**config.mk**
```make
export PLATFORM = sky130hd
export DESIGN_NAME = ifetch_stage
export DESIGN_NICKNAME = d
export VERILOG_FILES = /design/src/rtl/ifetch_stage.sv
export SDC_FILE = /design/constraint.sdc
export NUM_CORES = 1
export LEC_CHECK = 0
export BUFFER_PORTS_ARGS = -buffer_cell sky130_fd_sc_hd__buf_2
export CELL_PAD_IN_SITES_DETAIL_PLACEMENT = 1
export CELL_PAD_IN_SITES_GLOBAL_PLACEMENT = 2
export CORE_MARGIN = 2
export CORE_UTILIZATION = 32
export CTS_BUF_LIST = sky130_fd_sc_hd__clkbuf_16
export DETAILED_ROUTE_END_ITERATION = 8
export PLACE_DENSITY_LB_ADDON = 0.1
export SYNTH_ARGS = -nofsm -noshare
export SYNTH_HDL_FRONTEND = slang
export SYNTH_SLANG_ARGS = --single-unit
```
**constraint.sdc**
```tcl
create_clock -name clk -period 5.25 [get_ports clk]
set_input_delay 0.2625 -clock clk [delete_from_list [all_inputs] [get_ports clk]]
set_output_delay 0.2625 -clock clk [all_outputs]
set_load 0.05 [all_outputs]
```
**src/rtl/ifetch_stage.sv**
```systemverilog
// Instruction fetch stage: owns the PC and issues one outstanding word read at a time.
// It pushes {pc, instr} pairs into the IF->DEC FIFO and kills in-flight fetches on redirect.
module ifetch_stage #(
  parameter int              XLEN     = 32,
  parameter logic [XLEN-1:0] RESET_PC = {XLEN{1'b0}}
) (
  input  logic              clk,
  input  logic              reset_n,
  input  logic              redirect_valid,
  input  logic [XLEN-1:0]   redirect_pc,
  output logic              imem_req,
  output logic [XLEN-1:0]   imem_addr,
  input  logic              imem_gnt,
  input  logic              imem_rvalid,
  input  logic [XLEN-1:0]   imem_rdata,
  input  logic              fifo_full,
  output logic              fifo_push,
  output logic [2*XLEN-1:0] fifo_din
);

  typedef enum logic [1:0] {
    ST_REQ  = 2'd0,
    ST_WAIT = 2'd1,
    ST_HOLD = 2'd2
  } state_e;

  state_e              state_q, state_d;
  logic [XLEN-1:0]     pc_q, pc_d;
  logic [XLEN-1:0]     req_pc_q, req_pc_d;
  logic                kill_q, kill_d;
  logic [2*XLEN-1:0]   hold_q, hold_d;
  logic                req_s;
  logic                push_s;
  logic [2*XLEN-1:0]   din_s;

  // Next-state, PC update and handshake strobes
  always_comb begin
    state_d  = state_q;
    pc_d     = pc_q;
    req_pc_d = req_pc_q;
    kill_d   = kill_q;
    hold_d   = hold_q;
    req_s    = 1'b0;
    push_s   = 1'b0;
    din_s    = {req_pc_q, imem_rdata};

    case (state_q)
      ST_REQ: begin
        req_s = ~redirect_valid;
        if (req_s && imem_gnt) begin
          req_pc_d = pc_q;
          pc_d     = pc_q + XLEN'(4);
          state_d  = ST_WAIT;
        end else begin
          state_d  = ST_REQ;
        end
      end
      ST_WAIT: begin
        if (imem_rvalid) begin
          // A response always ends the wait; kill or redirect just drops the data.
          if (kill_q || redirect_valid) begin
            kill_d  = 1'b0;
            state_d = ST_REQ;
          end else if (!fifo_full) begin
            push_s  = 1'b1;
            state_d = ST_REQ;
          end else begin
            hold_d  = {req_pc_q, imem_rdata};
            state_d = ST_HOLD;
          end
        end else if (redirect_valid) begin
          kill_d = 1'b1;
        end else begin
          state_d = ST_WAIT;
        end
      end
      ST_HOLD: begin
        din_s = hold_q;
        if (redirect_valid) begin
          hold_d  = {(2*XLEN){1'b0}};
          state_d = ST_REQ;
        end else if (!fifo_full) begin
          push_s  = 1'b1;
          state_d = ST_REQ;
        end else begin
          state_d = ST_HOLD;
        end
      end
      default: begin
        kill_d  = 1'b0;
        state_d = ST_REQ;
      end
    endcase

    // Redirect overrides any sequential PC advance; target is forced word-aligned.
    if (redirect_valid) begin
      pc_d = redirect_pc & ~XLEN'(3);
    end else begin
      pc_d = pc_d;
    end
  end

  // State and datapath registers with synchronous active-low reset
  always_ff @(posedge clk) begin
    if (!reset_n) begin
      state_q  <= ST_REQ;
      pc_q     <= RESET_PC;
      req_pc_q <= {XLEN{1'b0}};
      kill_q   <= 1'b0;
      hold_q   <= {(2*XLEN){1'b0}};
    end else begin
      state_q  <= state_d;
      pc_q     <= pc_d;
      req_pc_q <= req_pc_d;
      kill_q   <= kill_d;
      hold_q   <= hold_d;
    end
  end

  assign imem_req  = req_s & reset_n;
  assign imem_addr = pc_q;
  assign fifo_push = push_s & reset_n;
  assign fifo_din  = din_s;

endmodule

```
======== After elaboration in Yosys (flattened, before gate mapping) ========
Cells that the tools add are included.
storage, ports and cells
  flip-flop bits (word level) ............. 131
  output and inout port bits .............. 98
  word-level logic and storage cells ...... 59
operators by class
  add/sub/neg operators ................... 1
  eq/ne operators ......................... 9
  muxes and demuxes ....................... 26
  bitwise operators ....................... 5
  reduce and logical (&&, ||, !) cells .... 12
operators by type and width
  operator                                             number
  2-to-1 mux 64 bit                                    5
  one-hot mux 64 bit (2 select lines)                  1
  2-to-1 mux 32 bit                                    3
  adder 32 x 3 -> 32 bit, second input constant        1
  2-to-1 mux 2 bit                                     5
  2-to-1 mux 1 bit                                     9
  inequality test 3 bit, second input constant         3
  inequality test 2 bit, second input constant         4
  one-hot mux 2 bit (3 select lines)                   1
  nonzero test 2 bit                                   3
  AND reduction 5 bit                                  1
  one-hot mux 1 bit (2 select lines)                   2
  AND reduction 2 bit                                  2
  OR reduction 2 bit                                   2
  NOT 1 bit                                            3
  AND reduction 3 bit                                  1
  AND 1 bit                                            2
  equality test 2 x 1 -> 1 bit, second input constant  1
  equality test 2 bit, second input constant           1
  zero test 2 bit                                      1
  logical AND 1 bit                                    1
  logical OR 1 bit                                     1

======== Logic depth before layout (Yosys ltp) ========
Gate-level depths: netlist of run 1.
  word-level depth ........................ 5
  mapped depth ............................ 8

======== Least setup slack after synthesis of run 1 ========
Ideal clock, no wire load.
  kind .................................... reg2reg
  start point ............................. register pc_q[4], in the netlist imem_addr[4]
  end point ............................... register pc_q[28], in the netlist imem_addr[28]
  arrival ................................. 2242 ps
  data required time ...................... 5128 ps
  path slack .............................. 2886 ps
  cell stages (with the launch flop) ...... 7
  path buffers ............................ 2
  clock period less this slack ............ 2364 ps
  cell sequence ........................... dfxtp_1 -> clkbuf_2 -> nand4_2 -> or4_1 -> clkbuf_1 -> or2_2 -> a221o_1
between the ends
  word-level cells in the longest chain between the ends .. 4
ends and longest elaborated chain
  item                    RTL line  RTL
  from (decl)             28        logic [XLEN-1:0] pc_q, pc_d;
  from (signal assigned)  113       pc_q <= pc_d;
  adder 32 x 3 -> 32 bit  52        pc_d = pc_q + XLEN'(4);
  2-to-1 mux 32 bit       50        if (req_s && imem_gnt) begin
  2-to-1 mux 32 bit       47        case (state_q)
  2-to-1 mux 32 bit       96        if (redirect_valid) begin
No other way between the ends. The select of a mux whose other input is x is not followed.
A chain may end at the register's enable or synchronous reset.

======== Worst setup path after layout of run 1 ========
  start point ............................. register state_q[0]
  end point ............................... output fifo_push
between the ends
  word-level cells in the longest chain between the ends .. 3
  elaborated cells between the ends (all ways) .. 4
  those cells by class .................... 2 x eq/ne; 1 x mux; 1 x bitwise
ends and longest elaborated chain
  item                                                                 RTL line  RTL
  from (decl)                                                          27        state_e state_q, state_d;
  from (signal assigned)                                               112       state_q <= state_d;
  equality test 2 bit or equality test 2 x 1 -> 1 bit (tied branches)  47
  one-hot mux 1 bit (2 select lines) *                                 47
  AND 1 bit *                                                          122       assign fifo_push = push_s & reset_n;
  to (decl)                                                            17        output logic fifo_push,
Every way passes the cells marked *; elsewhere a longest branch is shown, timed or not.

==> flow_summary_export.csv, run 1 <==
group,metric,value,unit
outcome,status,"completed",
clocking,cts_resized,0,
route,drc,0,
cells_and_area,fin_nets,935,
sta,relSlewSlack,20.6,%
global_routing,grt.overflow.total,0,
global_routing,antenna_found_initial,1,
critical_path,cpPeakStageDelay,800,ps
route,drt_iter0_drc,228,
route,finalWirelength,19900,um
critical_path,worstRegToRegCells,7,
critical_path,endpoint,"fifo_push",
clocking,htreeDepth,4,
logic_synthesis,ys_ff_latch,125,
floorplanning,die_h,141,um
sta,hold_violations,0,
floorplanning,fp.dieW,141,um
place,gp_congestion,0.760,
critical_path,slowest_stage,"ha_4",
critical_path,crit_path_start,"state_q[0]",
cells_and_area,final_cell_area,7520,sq um
floorplanning,core_area,18600,sq um
logic_synthesis,async_flop_share,0,%
floorplanning,rows,50,
cells_and_area,layout_common_cells,"161 x buf_2, 139 x nand2_1, 125 x dfxtp_1",
critical_path,required,4990,ps
logic_synthesis,synth.avg_cell_area,8.17,sq um
global_routing,grt_pass1_vias,5988,
clocking,cts_hold_buffers,0,
pwr,peakVddDrop,0.000230,V
clocking,clockBufferDepth,2,
clocking,clock_sinks,125,
critical_path,crit_cells,6,
critical_path,ff2ff_setup_slack,1940,ps
floorplanning,io_pins,168,
logic_synthesis,ys_seq_area_share,41.6,%
pwr,finalPower,2.56,mW
place,postPlaceCellArea,6920,sq um
logic_synthesis,synth-edff-count,0,
sta,drv_slew,0,
pwr,power.leakage,2.86,nW
global_routing,gr-usage-all-layers,20.0,%
place,io_buffers,161,
place,dp_hpwl,13300,um
clocking,insertion_delay,410,ps
cells_and_area,final_common_cell,"buf_2",
cells_and_area,drive_gt1_share,31.3,%
sta,finalSetupViolCount,0,
critical_path,path_class,"flop to output port",
clocking,cts_root_buffer,"clkbuf_16",
route,wl_per_cell,18.0,um
floorplanning,dieArea,19900,sq um
critical_path,cp-end-kind,"output port",
sta,worst_pin_slew,1190,ps
clocking,postCtsSetupBuffers,0,
logic_synthesis,synth_cells,737,
critical_path,cp_cell_sequence,"inv_1, ha_4, inv_2, a21oi_1, and4b_1, buf_2",
pwr,cellPowerDensity,340,nW/um^2
route,vias_per_cell,5.26,
cells_and_area,syn_to_final_growth,25.0,%
sta,hold_ws,85.8,ps
critical_path,reg2reg_from,"state_q[0]",
sta,fmax,279,MHz
route,dr.pass1.iters,4,
cells_and_area,multi_input_area,3250,sq um
clocking,numCtsBuffers,17,
critical_path,path_buf_inv,3,
sta,period_share,68.2,%
critical_path,cp_top_family,"buffers and inverters",
sta,final.setup_skew,7.48,ps
min_path,hold_class,"input pin to flop",
global_routing,grt_max_degree,107,
logic_synthesis,synth_flop_cell,"dfxtp_1",
sta,fin_crit,3580,ps
critical_path,cp-start-kind,"flop",
floorplanning,start_util,32.4,%
cells_and_area,nFillCells,2246,
global_routing,grt_first_pass_wirelength,31900,um
cells_and_area,seq_area,2500,sq um
logic_synthesis,syn_area,6020,sq um
logic_synthesis,ys_warn_count,0,
route,routed-via-count,5823,
critical_path,worstPathArrival,3320,ps
clocking,cts_tree,"built",
clocking,clk_pin_slew,60,ps
cells_and_area,final_core_util,40.5,%
critical_path,r2r-end,"hold_q[50]",
sta,tns,0,ps
critical_path,cp_max_fo,67,
route,antenna_left,0,
logic_synthesis,synth_cell_types,53,
sta,rsz0062_at_grt,"no",
job,drv_cap,0,
-- cell families (layout without fill, tap and decap cells) --
| kind of cell | after synthesis | after routing | synth area share (%) |
|---|---|---|---|
| xor+xnor | 9 | 9 | 1.31 |
| simple gates | 296 | 296 | 24.1 |
| buf+inv | 73 | 204 | 5.09 |
| flops | 125 | 125 | 41.6 |
| fa+ha+maj | 5 | 5 | 1.04 |
| mux | 63 | 63 | 11.8 |
| other cells | 1 | 5 | 0.0623 |
| compound gates | 165 | 165 | 15.1 |
-- registers in the layout, summed over array words and instances, names as in the netlist --
signal / flops
hold_q: 62
imem_addr: 30
req_pc_q: 30
state_q: 2
kill_q: 1
-- cells in the mapped netlist, types with 3 or more instances --
cell type | count | area [sq um]
or3_1 | 8 | 50.1
o21ai_0 | 27 | 135
o31ai_1 | 6 | 45.0
a211oi_1 | 5 | 37.5
buf_4 | 4 | 30.0
nand2_1 | 139 | 522
a21oi_1 | 102 | 510
clkbuf_1 | 56 | 210
a31oi_1 | 13 | 81.3
nor2_1 | 11 | 41.3
nand3_1 | 75 | 375
inv_1 | 4 | 15.0
nand3b_1 | 3 | 22.5
and4_1 | 6 | 52.6
ha_1 | 5 | 62.6
nand4_1 | 10 | 62.6
nand4_2 | 3 | 37.5
nor3_1 | 8 | 40.0
xor2_1 | 5 | 43.8
mux2_2 | 62 | 698
and3_1 | 5 | 31.3
or4_1 | 8 | 60.1
xnor2_1 | 4 | 35.0
dfxtp_1 | 125 | 2500
-- area by class of cell --
| cell class | instances | area share [%] |
|---|---|---|
| Multi-Input combinational cell | 542 | 43.2 |
| Sequential cell | 125 | 33.3 |
| Timing Repair Buffer | 167 | 11.3 |
| Clock buffer | 17 | 5.65 |
| Tap cell | 234 | 3.89 |
| Clock inverter | 13 | 2.31 |
| Inverter | 7 | 0.366 |
| Antenna cell | 1 | 0.0333 |
-- power by group --
group,internal [mW],switching [mW]
Sequential,0.976,0.0401
Combinational,0.0887,0.241
Clock,0.784,0.433
-- metrics by stage --
| stage | instances | setup slack [ps] |
|---|---|---|
| 6_report | 1106 | 1670 |
| 2_1_floorplan | 740 | 2890 |
| 5_1_grt | 1105 | 1380 |
| 3_5_place_dp | 1075 | 1900 |
| 3_3_place_gp | 1075 | 2070 |
| 4_1_cts | 1105 | 1600 |
-- per-layer routing --
layer	share of wire (%)	up-vias	track usage, %
met3	3.5	18	3.63
met5	0	-	0
met1	47	2834	26.6
met2	48	106	33.2
li1	-	2865	-
met4	1.2	0	5.74
-- tightest hold or removal path, stage by stage --
cell and delay, ps:
buf_2 80, mux2i_1 50, nor2_1 70
-- worst min path at each step --
stage              startpoint            end  slack, ps  cells past startpoint
2_1_floorplan         reset_n  imem_addr[28]        400                      1
3_3_place_gp       hold_q[54]     hold_q[54]        430                      2
3_5_place_dp       hold_q[29]     hold_q[29]        440                      2
4_1_cts        redirect_pc[4]   imem_addr[4]         70                      3
5_1_grt        redirect_pc[4]   imem_addr[4]        110                      3
6_report       redirect_pc[4]   imem_addr[4]         90                      3
Power figures use the tool's default switching activity.
==> run 2: changes to the inputs <==
CORE_UTILIZATION = 27   (was 32)
clock period = 3.2 ns   (was 5.25 ns; I/O delays follow)
==> run 2 against run 1 <==
Final area is 0.98% higher; critical path depth rose by 1; via count grew 2.1%; critical endpoint unchanged; worst hold slack worse by 66 ps; register-to-register slack worse by 1500 ps; clock skew is 5.3 ps higher; first-iteration DRC count is 8.3% lower.
==> flow_summary_export.csv, run 2 (synthesized netlist as in run 1, its figures left out) <==
group,metric,value,unit
sta,period_share,87.5,%
place,postPlaceCellArea,7010,sq um
route,antenna_left,0,
sta,hold_violations,0,
min_path,hold_class,"input pin to flop",
clocking,clockBufferDepth,2,
cells_and_area,layout_common_cells,"161 x buf_2, 139 x nand2_1, 125 x dfxtp_1",
critical_path,cp_cell_sequence,"inv_1, ha_4, buf_4, inv_2, a21oi_1, and4b_1, buf_2",
sta,fin_crit,2800,ps
global_routing,grt_first_pass_wirelength,33700,um
clocking,numCtsBuffers,17,
job,drv_cap,0,
critical_path,cp_max_fo,37,
floorplanning,core_area,21800,sq um
floorplanning,io_pins,168,
sta,fmax,357,MHz
clocking,insertion_delay,420,ps
sta,hold_ws,19.7,ps
clocking,cts_tree,"built",
route,wl_per_cell,18.2,um
critical_path,worstPathArrival,2640,ps
critical_path,worstRegToRegCells,7,
cells_and_area,diodes,0,
clocking,postCtsSetupBuffers,0,
sta,rsz0062_at_grt,"no",
cells_and_area,regMostFlops,"hold_q",
cells_and_area,largest_reg_flops,62,
critical_path,required,3040,ps
global_routing,grt.overflow.total,0,
clocking,clk_pin_slew,60,ps
sta,tns,0,ps
route,finalWirelength,21100,um
global_routing,grt_max_degree,103,
pwr,power.leakage,2.87,nW
sta,relSlewSlack,22.8,%
critical_path,cp-end-kind,"output port",
route,dr.pass1.iters,5,
critical_path,cpPeakStageDelay,510,ps
place,io_buffers,161,
cells_and_area,final_common_cell,"buf_2",
global_routing,grt_pass1_vias,6095,
clocking,htreeDepth,4,
route,drc,0,
clocking,cts_root_buffer,"clkbuf_16",
floorplanning,start_util,27.6,%
critical_path,cp-start-kind,"flop",
sta,drv_slew,0,
clocking,clock_sinks,125,
sta,worst_pin_slew,1160,ps
route,routed-via-count,5947,
cells_and_area,drive_gt1_share,31.7,%
pwr,peakVddDrop,0.000318,V
floorplanning,dieArea,23500,sq um
clocking,cts_hold_buffers,4,
place,gp_congestion,0.755,
floorplanning,die_h,153,um
sta,final.setup_skew,12.8,ps
floorplanning,rows,54,
floorplanning,fp.dieW,153,um
global_routing,antenna_found_initial,0,
clocking,cts_resized,0,
cells_and_area,syn_to_final_growth,26.2,%
critical_path,path_class,"flop to output port",
cells_and_area,final_cell_area,7600,sq um
critical_path,slowest_stage,"buf_4",
global_routing,gr-usage-all-layers,18.0,%
route,vias_per_cell,5.12,
cells_and_area,fin_nets,943,
outcome,status,"completed",
pwr,cellPowerDensity,530,nW/um^2
place,dp_hpwl,14300,um
min_path,hold_path_depth,3,
sta,finalSetupViolCount,0,
route,drt_iter0_drc,209,
-- run 2: cell types whose count changed in the layout (fill, tap and decap cells not counted), sizes merged --
| cell | previous run | this run |
|---|---|---|
| buf | 167 | 171 |
| bufinv | 4 | 1 |
| clkinv | 7 | 10 |
| clkinvlp | 3 | 4 |
| diode | 1 | 0 |
| dlygate4sd3 | 0 | 4 |
| inv | 6 | 7 |
-- run 2: area by class of cell --
type                    count  area, sq um
clock buffers              17          425
clock inverters            15          123
fillers                  2589        14200
repair buffers            175          921
flip-flops and latches    125         2500
inverters                   7         27.5
multi-input cells         542         3250
well taps                 280          350
-- run 2: critical path: cells and delay by family (launching register included) --
family / cells / cell delay (ps)
buffers and inverters: 4 / 990
AOI/OAI and AO/OA: 1 / 180
and+or+nand+nor: 1 / 200
DFF: 1 / 340
adders and majority gates: 1 / 500
-- run 2: path summary, 6_finish.rpt --
path | startpoint | to | slack (ps)
hold / removal | redirect_pc[10] | imem_addr[10] | 20
setup / recovery | state_q[0] | fifo_push | 400
setup reg to reg | state_q[0] | hold_q[20] | 460
hold reg to reg | hold_q[62] | hold_q[62] | 450
-- run 2: metal layers --
metal  up-vias  routed length, um  global-route usage, %
met3        16                901                   3.40
met1      2912              10000                   24.3
met2       137              10000                   29.3
met5         -                  0                      0
met4         0                214                   4.94
li1       2882                  -                      -
-- run 2: report_power, final --
part / internal, mW / switching [mW] / leakage, nW
combinational: 0.150 / 0.401 / 1.60
sequential: 1.60 / 0.0669 / 1.02
clock: 1.06 / 0.749 / 0.260
-- run 2: per-stage QoR --
stage | power (mW) | setup WS [ps] | utilization [%] | cells
5_1_grt | 4.21 | 147 | 34.8 | 1161
4_1_cts | 4.10 | 308 | 34.8 | 1161
6_report | 4.03 | 400 | 34.8 | 1161
3_3_place_gp | 2.24 | 494 | 32.1 | 1125
3_5_place_dp | 2.25 | 372 | 32.1 | 1125
2_1_floorplan | 2.07 | 836 | - | 740
